<file path="config.mk">
export PLATFORM = sky130hd
export DESIGN_NAME = alm_soa_div16
export DESIGN_NICKNAME = d
export VERILOG_FILES = /design/src/rtl/alm_pkg.sv /design/src/rtl/alm_log16_enc.sv /design/src/rtl/alm_soa_div16.sv
export SDC_FILE = /design/constraint.sdc
export NUM_CORES = 1
export LEC_CHECK = 0
export CELL_PAD_IN_SITES_DETAIL_PLACEMENT = 1
export CELL_PAD_IN_SITES_GLOBAL_PLACEMENT = 1
export CORE_ASPECT_RATIO = 2
export CORE_MARGIN = 2
export CORE_UTILIZATION = 30
export DETAILED_ROUTE_END_ITERATION = 8
export GPL_TIMING_DRIVEN = 0
export MAX_ROUTING_LAYER = met4
export PLACE_DENSITY_LB_ADDON = 0.1
export SLEW_MARGIN = 10
export SYNTH_ARGS = -nofsm -noshare
export SYNTH_HDL_FRONTEND = slang
export SYNTH_SLANG_ARGS = --single-unit
export TNS_END_PERCENT = 20
</file>
<file path="constraint.sdc">
create_clock -name clk_i -period 3.8 [get_ports clk_i]
set_input_delay 0.38 -clock clk_i [delete_from_list [all_inputs] [get_ports clk_i]]
set_output_delay 0.38 -clock clk_i [all_outputs]
set_load 0.01 [all_outputs]
</file>
<file path="src/rtl/alm_pkg.sv">
// ----------------------------------------------------------------------------
// alm_pkg
//   Shared constants and types for the ALM (approximate log-domain) arithmetic
//   family: the multiplier and the divider both encode operands as Mitchell
//   logs {k, f}, where k is the leading-one position and f the bits below it.
//
//   Contents
//     K_W       width of the leading-one position (characteristic)
//     OP_W      operand width
//     Q_W       quotient width
//     Q_FRAC    fractional bits of the Q16.16 quotient
//     FRAC_MAX  widest log fraction an encoder produces (MSB-aligned)
//     DBZ_SAT   saturated quotient returned on divide-by-zero
//     log_t     {k, f} with the full-width fraction; users truncate f
//     ones_mag  ones'-complement magnitude used by the whole family
// ----------------------------------------------------------------------------
package alm_pkg;

    localparam int K_W      = 4;
    localparam int OP_W     = 16;
    localparam int Q_W      = 32;
    localparam int Q_FRAC   = 16;
    localparam int FRAC_MAX = OP_W - 1;

    localparam logic [Q_W-1:0] DBZ_SAT = 32'h7FFF_FFFF;

    typedef struct packed {
        logic [K_W-1:0]      k;
        logic [FRAC_MAX-1:0] f;
    } log_t;

    // The family deliberately uses ones' complement rather than two's
    // complement: it is a single XOR row, and the off-by-one on negative
    // inputs is within the error budget of the Mitchell approximation.
    function automatic logic [OP_W-1:0] ones_mag(input logic [OP_W-1:0] v);
        return v ^ {OP_W{v[OP_W-1]}};
    endfunction

endpackage

</file>
<file path="src/rtl/alm_log16_enc.sv">
// ----------------------------------------------------------------------------
// alm_log16_enc
//   Purely combinational Mitchell log encoder for one 16-bit two's-complement
//   operand: ones'-complement magnitude, leading-one detection, then a
//   normalising shift that MSB-aligns the bits below the leading one.
//
//   Ports
//     v_i     in   16   operand, two's-complement
//     log_o   out  log_t  {k, f}; f is the full 15-bit MSB-aligned fraction
//     zero_o  out  1    magnitude is zero (also true for 16'hFFFF)
// ----------------------------------------------------------------------------
module alm_log16_enc
    import alm_pkg::*;
(
    input  logic [OP_W-1:0] v_i,
    output log_t            log_o,
    output logic            zero_o
);

    logic [OP_W-1:0] mag;
    logic [K_W-1:0]  lead_pos;

    always_comb begin
        mag      = ones_mag(v_i);
        lead_pos = '0;
        // Ascending scan: the last set bit seen is the most significant one.
        for (int i = 0; i < OP_W; i++) begin
            if (mag[i]) begin
                lead_pos = K_W'(i);
            end
        end
        zero_o  = (mag == '0);
        log_o.k = lead_pos;
        // Shifting the leading one up to bit 15 and dropping it leaves the
        // fraction MSB-aligned in the low 15 bits.
        log_o.f = FRAC_MAX'(mag << (K_W'(OP_W - 1) - lead_pos));
    end

endmodule

</file>
<file path="src/rtl/alm_soa_div16.sv">
// ----------------------------------------------------------------------------
// alm_soa_div16
//   Pipelined approximate signed 16/16 divider using Mitchell logs:
//   log2|x| - log2|y| followed by an antilog. Three register stages with
//   bubble-collapsing valid/ready handshake, one result per cycle.
//
//   Parameters
//     FRAC_W   log fraction bits kept after normalisation (4..15)
//     ID_W     width of the user tag carried with each operation
//
//   Ports
//     clk_i        in   1     clock, rising edge
//     rst_i        in   1     synchronous reset, active-high
//     in_valid_i   in   1     operand pair present
//     in_ready_o   out  1     pair is accepted this cycle
//     x_i          in   16    dividend, two's-complement
//     y_i          in   16    divisor, two's-complement
//     id_i         in   ID_W  tag returned with the result
//     out_valid_o  out  1     result present
//     out_ready_i  in   1     consumer takes the result
//     q_o          out  32    quotient Q16.16, sign applied by ones' complement
//     dbz_o        out  1     divisor magnitude was zero
//     id_o         out  ID_W  tag of this result
// ----------------------------------------------------------------------------
module alm_soa_div16
    import alm_pkg::*;
#(
    parameter int FRAC_W = 8,
    parameter int ID_W   = 4
) (
    input  logic            clk_i,
    input  logic            rst_i,
    input  logic            in_valid_i,
    output logic            in_ready_o,
    input  logic [15:0]     x_i,
    input  logic [15:0]     y_i,
    input  logic [ID_W-1:0] id_i,
    output logic            out_valid_o,
    input  logic            out_ready_i,
    output logic [31:0]     q_o,
    output logic            dbz_o,
    output logic [ID_W-1:0] id_o
);

    localparam int L_W = K_W + FRAC_W;
    localparam int D_W = L_W + 1;

    // ---------------------------------------------------------------- state
    logic            s1_valid_q, s1_valid_d;
    logic [L_W-1:0]  s1_lx_q, s1_lx_d;
    logic [L_W-1:0]  s1_ly_q, s1_ly_d;
    logic            s1_zx_q, s1_zx_d;
    logic            s1_zy_q, s1_zy_d;
    logic            s1_sign_q, s1_sign_d;
    logic [ID_W-1:0] s1_id_q, s1_id_d;

    logic            s2_valid_q, s2_valid_d;
    logic [D_W-1:0]  s2_diff_q, s2_diff_d;
    logic            s2_zx_q, s2_zx_d;
    logic            s2_zy_q, s2_zy_d;
    logic            s2_sign_q, s2_sign_d;
    logic [ID_W-1:0] s2_id_q, s2_id_d;

    logic            s3_valid_q, s3_valid_d;
    logic [Q_W-1:0]  s3_q_q, s3_q_d;
    logic            s3_dbz_q, s3_dbz_d;
    logic [ID_W-1:0] s3_id_q, s3_id_d;

    // ------------------------------------------------------------ handshake
    logic s1_ready, s2_ready, s3_ready;

    // A stage may load when empty or when its content leaves this cycle, so
    // bubbles collapse. The only combinational path into in_ready_o starts
    // at out_ready_i (and reset).
    always_comb begin
        s3_ready   = ~s3_valid_q | out_ready_i;
        s2_ready   = ~s2_valid_q | s3_ready;
        s1_ready   = ~s1_valid_q | s2_ready;
        in_ready_o = s1_ready & ~rst_i;
    end

    // ------------------------------------------------------------ S1 encode
    log_t lx_enc, ly_enc;
    logic zx_enc, zy_enc;

    alm_log16_enc u_enc_x (
        .v_i    (x_i),
        .log_o  (lx_enc),
        .zero_o (zx_enc)
    );

    alm_log16_enc u_enc_y (
        .v_i    (y_i),
        .log_o  (ly_enc),
        .zero_o (zy_enc)
    );

    // Truncate the MSB-aligned fraction to FRAC_W bits and register the logs.
    always_comb begin
        s1_valid_d = s1_valid_q;
        s1_lx_d    = s1_lx_q;
        s1_ly_d    = s1_ly_q;
        s1_zx_d    = s1_zx_q;
        s1_zy_d    = s1_zy_q;
        s1_sign_d  = s1_sign_q;
        s1_id_d    = s1_id_q;
        if (s1_ready) begin
            s1_valid_d = in_valid_i;
            if (in_valid_i) begin
                s1_lx_d   = {lx_enc.k, FRAC_W'(lx_enc.f >> (FRAC_MAX - FRAC_W))};
                s1_ly_d   = {ly_enc.k, FRAC_W'(ly_enc.f >> (FRAC_MAX - FRAC_W))};
                s1_zx_d   = zx_enc;
                s1_zy_d   = zy_enc;
                s1_sign_d = x_i[15] ^ y_i[15];
                s1_id_d   = id_i;
            end
        end
    end

    // ---------------------------------------------------------- S2 subtract
    // The extra top bit makes the difference a signed value whose integer
    // part is the exponent of the quotient.
    always_comb begin
        s2_valid_d = s2_valid_q;
        s2_diff_d  = s2_diff_q;
        s2_zx_d    = s2_zx_q;
        s2_zy_d    = s2_zy_q;
        s2_sign_d  = s2_sign_q;
        s2_id_d    = s2_id_q;
        if (s2_ready) begin
            s2_valid_d = s1_valid_q;
            if (s1_valid_q) begin
                s2_diff_d = {1'b0, s1_lx_q} - {1'b0, s1_ly_q};
                s2_zx_d   = s1_zx_q;
                s2_zy_d   = s1_zy_q;
                s2_sign_d = s1_sign_q;
                s2_id_d   = s1_id_q;
            end
        end
    end

    // ----------------------------------------------------------- S3 antilog
    logic signed [K_W:0]    exp_val;
    logic [K_W-1:0]         shamt;
    logic [Q_FRAC:0]        mant;
    logic [Q_W-1:0]         mant32;
    logic [Q_W-1:0]         mag32;

    // The mantissa 1.m is placed in Q16.16 and shifted by the exponent.
    // Exponents span -15..14, so the left shift never overflows 32 bits and
    // the right shift simply truncates toward zero.
    always_comb begin
        exp_val = signed'(s2_diff_q[D_W-1:FRAC_W]);
        shamt   = exp_val[K_W] ? K_W'(-exp_val) : exp_val[K_W-1:0];
        mant    = {1'b1, s2_diff_q[FRAC_W-1:0], {(Q_FRAC - FRAC_W){1'b0}}};
        mant32  = {{(Q_W - Q_FRAC - 1){1'b0}}, mant};
        mag32   = exp_val[K_W] ? (mant32 >> shamt) : (mant32 << shamt);
    end

    // Divide-by-zero outranks a zero dividend, and both outrank the sign.
    always_comb begin
        s3_valid_d = s3_valid_q;
        s3_q_d     = s3_q_q;
        s3_dbz_d   = s3_dbz_q;
        s3_id_d    = s3_id_q;
        if (s3_ready) begin
            s3_valid_d = s2_valid_q;
            if (s2_valid_q) begin
                s3_id_d = s2_id_q;
                if (s2_zy_q) begin
                    s3_q_d   = DBZ_SAT;
                    s3_dbz_d = 1'b1;
                end else if (s2_zx_q) begin
                    s3_q_d   = '0;
                    s3_dbz_d = 1'b0;
                end else begin
                    s3_q_d   = mag32 ^ {Q_W{s2_sign_q}};
                    s3_dbz_d = 1'b0;
                end
            end
        end
    end

    // ------------------------------------------------------------ registers
    always_ff @(posedge clk_i) begin
        if (rst_i) begin
            s1_valid_q <= 1'b0;
            s1_lx_q    <= '0;
            s1_ly_q    <= '0;
            s1_zx_q    <= 1'b0;
            s1_zy_q    <= 1'b0;
            s1_sign_q  <= 1'b0;
            s1_id_q    <= '0;
            s2_valid_q <= 1'b0;
            s2_diff_q  <= '0;
            s2_zx_q    <= 1'b0;
            s2_zy_q    <= 1'b0;
            s2_sign_q  <= 1'b0;
            s2_id_q    <= '0;
            s3_valid_q <= 1'b0;
            s3_q_q     <= '0;
            s3_dbz_q   <= 1'b0;
            s3_id_q    <= '0;
        end else begin
            s1_valid_q <= s1_valid_d;
            s1_lx_q    <= s1_lx_d;
            s1_ly_q    <= s1_ly_d;
            s1_zx_q    <= s1_zx_d;
            s1_zy_q    <= s1_zy_d;
            s1_sign_q  <= s1_sign_d;
            s1_id_q    <= s1_id_d;
            s2_valid_q <= s2_valid_d;
            s2_diff_q  <= s2_diff_d;
            s2_zx_q    <= s2_zx_d;
            s2_zy_q    <= s2_zy_d;
            s2_sign_q  <= s2_sign_d;
            s2_id_q    <= s2_id_d;
            s3_valid_q <= s3_valid_d;
            s3_q_q     <= s3_q_d;
            s3_dbz_q   <= s3_dbz_d;
            s3_id_q    <= s3_id_d;
        end
    end

    always_comb begin
        out_valid_o = s3_valid_q;
        q_o         = s3_q_q;
        dbz_o       = s3_dbz_q;
        id_o        = s3_id_q;
    end

endmodule

</file>
==> flow_summary.html <==
<table>
<tr><th>Metric</th><th>Value</th></tr>
<tr><th colspan="2">Timing</th></tr>
<tr><td>Actual slew at the worst max-slew pin</td><td>around 1.1 ns</td></tr>
<tr><td>Total count of hold-check failures in the final report</td><td>0</td></tr>
<tr><td>Setup repair after global routing missed its margin</td><td>yes</td></tr>
<tr><td>Final-layout setup total negative slack</td><td>0 ns</td></tr>
<tr><td>Maximum achievable frequency</td><td>0.277 GHz</td></tr>
<tr><td>Max-Slew Margin vs Limit</td><td>between 20% and 30%</td></tr>
<tr><td>Setup violations, final</td><td>0</td></tr>
<tr><td>Crit path time final</td><td>about 3.6 ns</td></tr>
<tr><td>Pins over their slew limit</td><td>0</td></tr>
<tr><td>Worst clock skew</td><td>between 0.01 and 0.015 ns</td></tr>
<tr><td>Crit share post-route</td><td>94.9%</td></tr>
<tr><th colspan="2">Die</th></tr>
<tr><td>Area of the core</td><td>around 26,000 um^2</td></tr>
<tr><td>Initial standard-cell utilization of the core</td><td>a little under a third</td></tr>
<tr><td>Die extent in y</td><td>roughly 230 um</td></tr>
<tr><td>Overall die width</td><td>between 100 and 150 um</td></tr>
<tr><td>Core Rows</td><td>83</td></tr>
<tr><td>DIE AREA</td><td>~28,000 um^2</td></tr>
<tr><td>Ports</td><td>79</td></tr>
<tr><th colspan="2">GRT</th></tr>
<tr><td>Number of antenna violations at the first check in global routing</td><td>0</td></tr>
<tr><td>Total GRT Usage</td><td>about a quarter</td></tr>
<tr><td>Wire length of the first global-routing pass</td><td>between 40 and 50 mm</td></tr>
<tr><td>Pin count of the biggest net entering global routing</td><td>16</td></tr>
<tr><td>Aggregate global routing overflow</td><td>0</td></tr>
<tr><td>Vias in the first global route</td><td>8,747</td></tr>
<tr><th colspan="2">Finish</th></tr>
<tr><td>Total non-filler cell area in the finished layout</td><td>between 9000 and 10,000 um^2</td></tr>
<tr><td>Layout net count</td><td>roughly 1.2k</td></tr>
<tr><td>Fillers</td><td>3,321</td></tr>
<tr><td>Diodes inserted</td><td>0</td></tr>
<tr><td>Sequential cell area in the final layout</td><td>1820 um^2</td></tr>
<tr><td>Multi-input combinational cell area</td><td>about 5500 um^2</td></tr>
<tr><td>Area growth from synthesis to final layout</td><td>17.9%</td></tr>
<tr><td>Share of post-route cells with drive strength above 1</td><td>8.90%</td></tr>
<tr><td>Number of non-filler instances in the completed layout</td><td>roughly 1.5k</td></tr>
<tr><th colspan="2">Synth</th></tr>
<tr><td>Fraction of post-synthesis cell area in the top cell type by area</td><td>between 20 and 25%</td></tr>
<tr><td>Ys async rst share</td><td>0%</td></tr>
<tr><td>Post-Syn Nets</td><td>about 1.1k</td></tr>
<tr><td>Dominant cell by count in the synthesized netlist</td><td>nor2_1</td></tr>
<tr><td>Part of the Yosys area used for sequential elements</td><td>between 20% and 30%</td></tr>
<tr><td>Most used flip-flop cell after synthesis</td><td>dfxtp_1</td></tr>
<tr><td>Mapped Cells</td><td>1,088</td></tr>
<tr><td>Synth cell count leaders</td><td>nor2_1, nand2_1, dfxtp_1</td></tr>
<tr><td>Top cell type by total area after synthesis</td><td>dfxtp_1</td></tr>
<tr><td>Count of flip-flops with a built-in enable after synthesis</td><td>0</td></tr>
<tr><td>Avg Synthesized Cell Area</td><td>7.24 um^2</td></tr>
<tr><td>Synth Register Bits</td><td>a little over 90</td></tr>
<tr><td>Number of warnings reported in the yosys synthesis log</td><td>0</td></tr>
<tr><td>Summed instance area of the synthesized netlist</td><td>7880 um^2</td></tr>
<tr><td>Post-synth cell types</td><td>between 70 and 80</td></tr>
<tr><td>Top post-synthesis cells by area</td><td>dfxtp_1, mux2i_1, nor2_1</td></tr>
<tr><th colspan="2">Status</th></tr>
<tr><td>Result of the run</td><td>finished, final reports clean</td></tr>
<tr><th colspan="2">CTS</th></tr>
<tr><td>H-tree Lvls</td><td>3</td></tr>
<tr><td>Clk pin slew, worst setup/hold paths</td><td>0.07 ns</td></tr>
<tr><td>Root Buffer</td><td>clkbuf_16</td></tr>
<tr><td>Clock sink count</td><td>91</td></tr>
<tr><td>CTS buffer count</td><td>9</td></tr>
<tr><td>TritonCTS clock tree</td><td>built</td></tr>
<tr><td>Clock insertion delay at the later pin of the skew report</td><td>approximately 0.36 ns</td></tr>
<tr><td>Hold-fix buffers at CTS</td><td>0</td></tr>
<tr><td>Maximum buffer depth of the clock tree</td><td>2</td></tr>
<tr><th colspan="2">Routing</th></tr>
<tr><td>Number of remaining DRC errors</td><td>0</td></tr>
<tr><td>Wire length reported by the detailed router</td><td>about 33 mm</td></tr>
<tr><td>Drt first-iter violations</td><td>between 200 and 300</td></tr>
<tr><td>First-pass iteration count of the detailed router</td><td>4</td></tr>
<tr><td>Per-cell routed wire length</td><td>between 20 and 25 um</td></tr>
<tr><td>Vias</td><td>between 8k and 9k</td></tr>
<tr><td>Final antenna-violating net count</td><td>0</td></tr>
<tr><td>Drt via density</td><td>about 5.5</td></tr>
<tr><th colspan="2">Setup path</th></tr>
<tr><td>Worst path bufs/invs</td><td>4</td></tr>
<tr><td>Critical Path Max Stage Delay</td><td>0.46 ns</td></tr>
<tr><td>Worst endpoint required time</td><td>4.10 ns</td></tr>
<tr><td>Cell with the largest stage delay on the worst path</td><td>nor3_2</td></tr>
<tr><td>Most numerous cell on the critical path</td><td>buf_2</td></tr>
<tr><td>R2R cell count</td><td>13</td></tr>
<tr><td>Critical path launch point type</td><td>flip-flop</td></tr>
<tr><td>Cell class contributing the biggest share of worst-path delay</td><td>multiplexers</td></tr>
<tr><td>Worst EP arrival</td><td>3.90 ns</td></tr>
<tr><td>Worst setup EP type</td><td>flip-flop</td></tr>
<tr><td>CP cell instances</td><td>buf_2 &gt; inv_1 &gt; buf_2 &gt; ha_1 &gt; mux2_2 &gt; buf_2 &gt; mux4_2 &gt; a21oi_1 &gt; nor3_1 &gt; nor3_2 &gt; mux2i_1 &gt; o22ai_1 &gt; nor2_1</td></tr>
<tr><td>Worst-path fanout max</td><td>10</td></tr>
<tr><td>Stages on the worst setup path</td><td>13</td></tr>
<tr><td>Critical setup path kind</td><td>flip-flop to flip-flop</td></tr>
<tr><th colspan="2">Power and ir drop</th></tr>
<tr><td>Reported leakage power</td><td>between 3 and 4 nW</td></tr>
<tr><td>Clock network fraction of design power</td><td>~29%</td></tr>
<tr><td>Logic gate share of total power</td><td>between 30 and 40%</td></tr>
<tr><td>Internal portion of total power</td><td>2.01 mW</td></tr>
<tr><td>PD cells</td><td>347 nW/um^2</td></tr>
<tr><td>P_sw</td><td>approximately 1.2 mW</td></tr>
<tr><td>Net Sw Frac</td><td>a little under two fifths</td></tr>
<tr><td>Total power after layout</td><td>approximately 3.2 mW</td></tr>
<tr><td>Max rail drop VDD</td><td>about 0.23 mV</td></tr>
<tr><td>Share of power burned in registers</td><td>about a third</td></tr>
<tr><th colspan="2">Job</th></tr>
<tr><td>Max Cap Viol</td><td>0</td></tr>
<tr><th colspan="2">Placed design</th></tr>
<tr><td>Post-DP HPWL</td><td>27.1 mm</td></tr>
<tr><td>Input/output buffers</td><td>65</td></tr>
<tr><td>DP Cell Count</td><td>between 1k and 1.5k</td></tr>
<tr><td>RePlAce Congestion</td><td>just under 1</td></tr>
<tr><td>Post-place instance area</td><td>just under 9000 um^2</td></tr>
<tr><th colspan="2">Min path</th></tr>
<tr><td>Hold crit path type</td><td>flip-flop to flip-flop</td></tr>
<tr><td>Number of instances on the worst hold path</td><td>2</td></tr>
</table>
==> power by group through the flow <==
stage,combinational (mW),clock [mW],sequential [mW]
finish,1.25,0.923,1.06
global route,1.35,0.985,1.07
CTS,1.24,0.943,1.06
detailed placement,1.23,0,1.08
global placement,1.22,0,1.08
floorplan,0.819,0,1.07
==> cell usage in the layout (no fill, tap or decap), drive strengths merged, types with 6 or more instances in the layout <==
cell type        n
a311oi          12
mux4             9
or3             11
a21oi           74
xnor2           22
and3            12
nor4             8
ha              13
o21ai           60
clkbuf          74
nand2b          14
inv             31
dfxtp           91
xor2            16
o22ai           10
nand3           33
o31ai            6
nor2           147
nand2          121
mux2            27
a31oi           20
nor3            55
clkdlybuf4s50   65
nor2b            8
buf             39
a211oi          36
and2             6
a21o             9
mux2i           61
==> cell families (layout without fill, tap and decap cells) <==
logic type	after synthesis	in the layout	share of synthesized area, %
AOI/OAI and AO/OA	283	283	23.9
adders and majority gates	14	14	2.32
DFF	91	91	23.1
muxes	97	97	14.2
buffers and inverters	132	213	7.20
and+or+nand+nor	433	433	25.0
xor gates and xnor gates	38	38	4.23
==> state kept, by name (all words and copies together) (netlist names) <==
name	cells
q_o	32
s2_diff_q	13
s1_lx_q	12
s1_ly_q	12
id_o	4
s1_id_q	4
s2_id_q	4
dbz_o	1
out_valid_o	1
s1_sign_q	1
s1_valid_q	1
s1_zx_q	1
s1_zy_q	1
s2_sign_q	1
s2_valid_q	1
s2_zx_q	1
s2_zy_q	1
==> final cells by class <==
cell class                      count  area share, %
Multi-Input combinational cell    865           59.5
Timing Repair Buffer               65           7.01
Inverter                           30           1.21
Tap cell                          340           4.58
Clock buffer                       11           2.51
Buffer                            102           4.92
Sequential cell                    91           19.6
Clock inverter                      5          0.674
==> stage by stage <==
stage | worst slack, ns | utilization, % | hold WS, ns
after floorplan | 0.825 | - | 0.432
after global placement | -0.249 | 34.8 | 0.441
after detailed placement | -0.274 | 34.8 | 0.448
after CTS | 0.0835 | 36.0 | 0.459
after global routing | -0.0180 | 36.1 | 0.473
final | 0.194 | 36.1 | 0.455
==> path summary, 6_finish.rpt <==
path / to / start / slack [ns]
worst max-delay path: q_o[8]$_SDFFE_PP0P_ / s2_diff_q[8]$_SDFFE_PP0P_ / 0.19
worst min-delay path: s2_id_q[1]$_SDFFE_PP0P_ / s1_id_q[1]$_SDFFE_PP0P_ / 0.45
worst max register to register: q_o[8]$_SDFFE_PP0P_ / s2_diff_q[8]$_SDFFE_PP0P_ / 0.19
worst min register to register: s2_id_q[1]$_SDFFE_PP0P_ / s1_id_q[1]$_SDFFE_PP0P_ / 0.45
==> tightest hold or removal path, stage by stage (launching register included) <==
cell	delay (ns)
dfxtp_1	0.31
nand2_1	0.05
a21oi_1	0.05
==> repair_timing <==
item | in CTS | in global routing
buffers inserted | 0 | 0
setup endpoints to repair | 8 | 6
resized for setup | 6 | 6
==> metal layers <==
metal / vias up / part of all wire (%) / global-route usage [%] / wire (um)
met5: - / 0 / - / 0
met4: 0 / 7.2 / 16.2 / 2340
met3: 98 / 1.6 / 1.95 / 533
met2: 164 / 60 / 51.1 / 19400
met1: 3968 / 32 / 18.9 / 10300
li1: 4065 / - / - / -
Power figures use the tool's default switching activity.
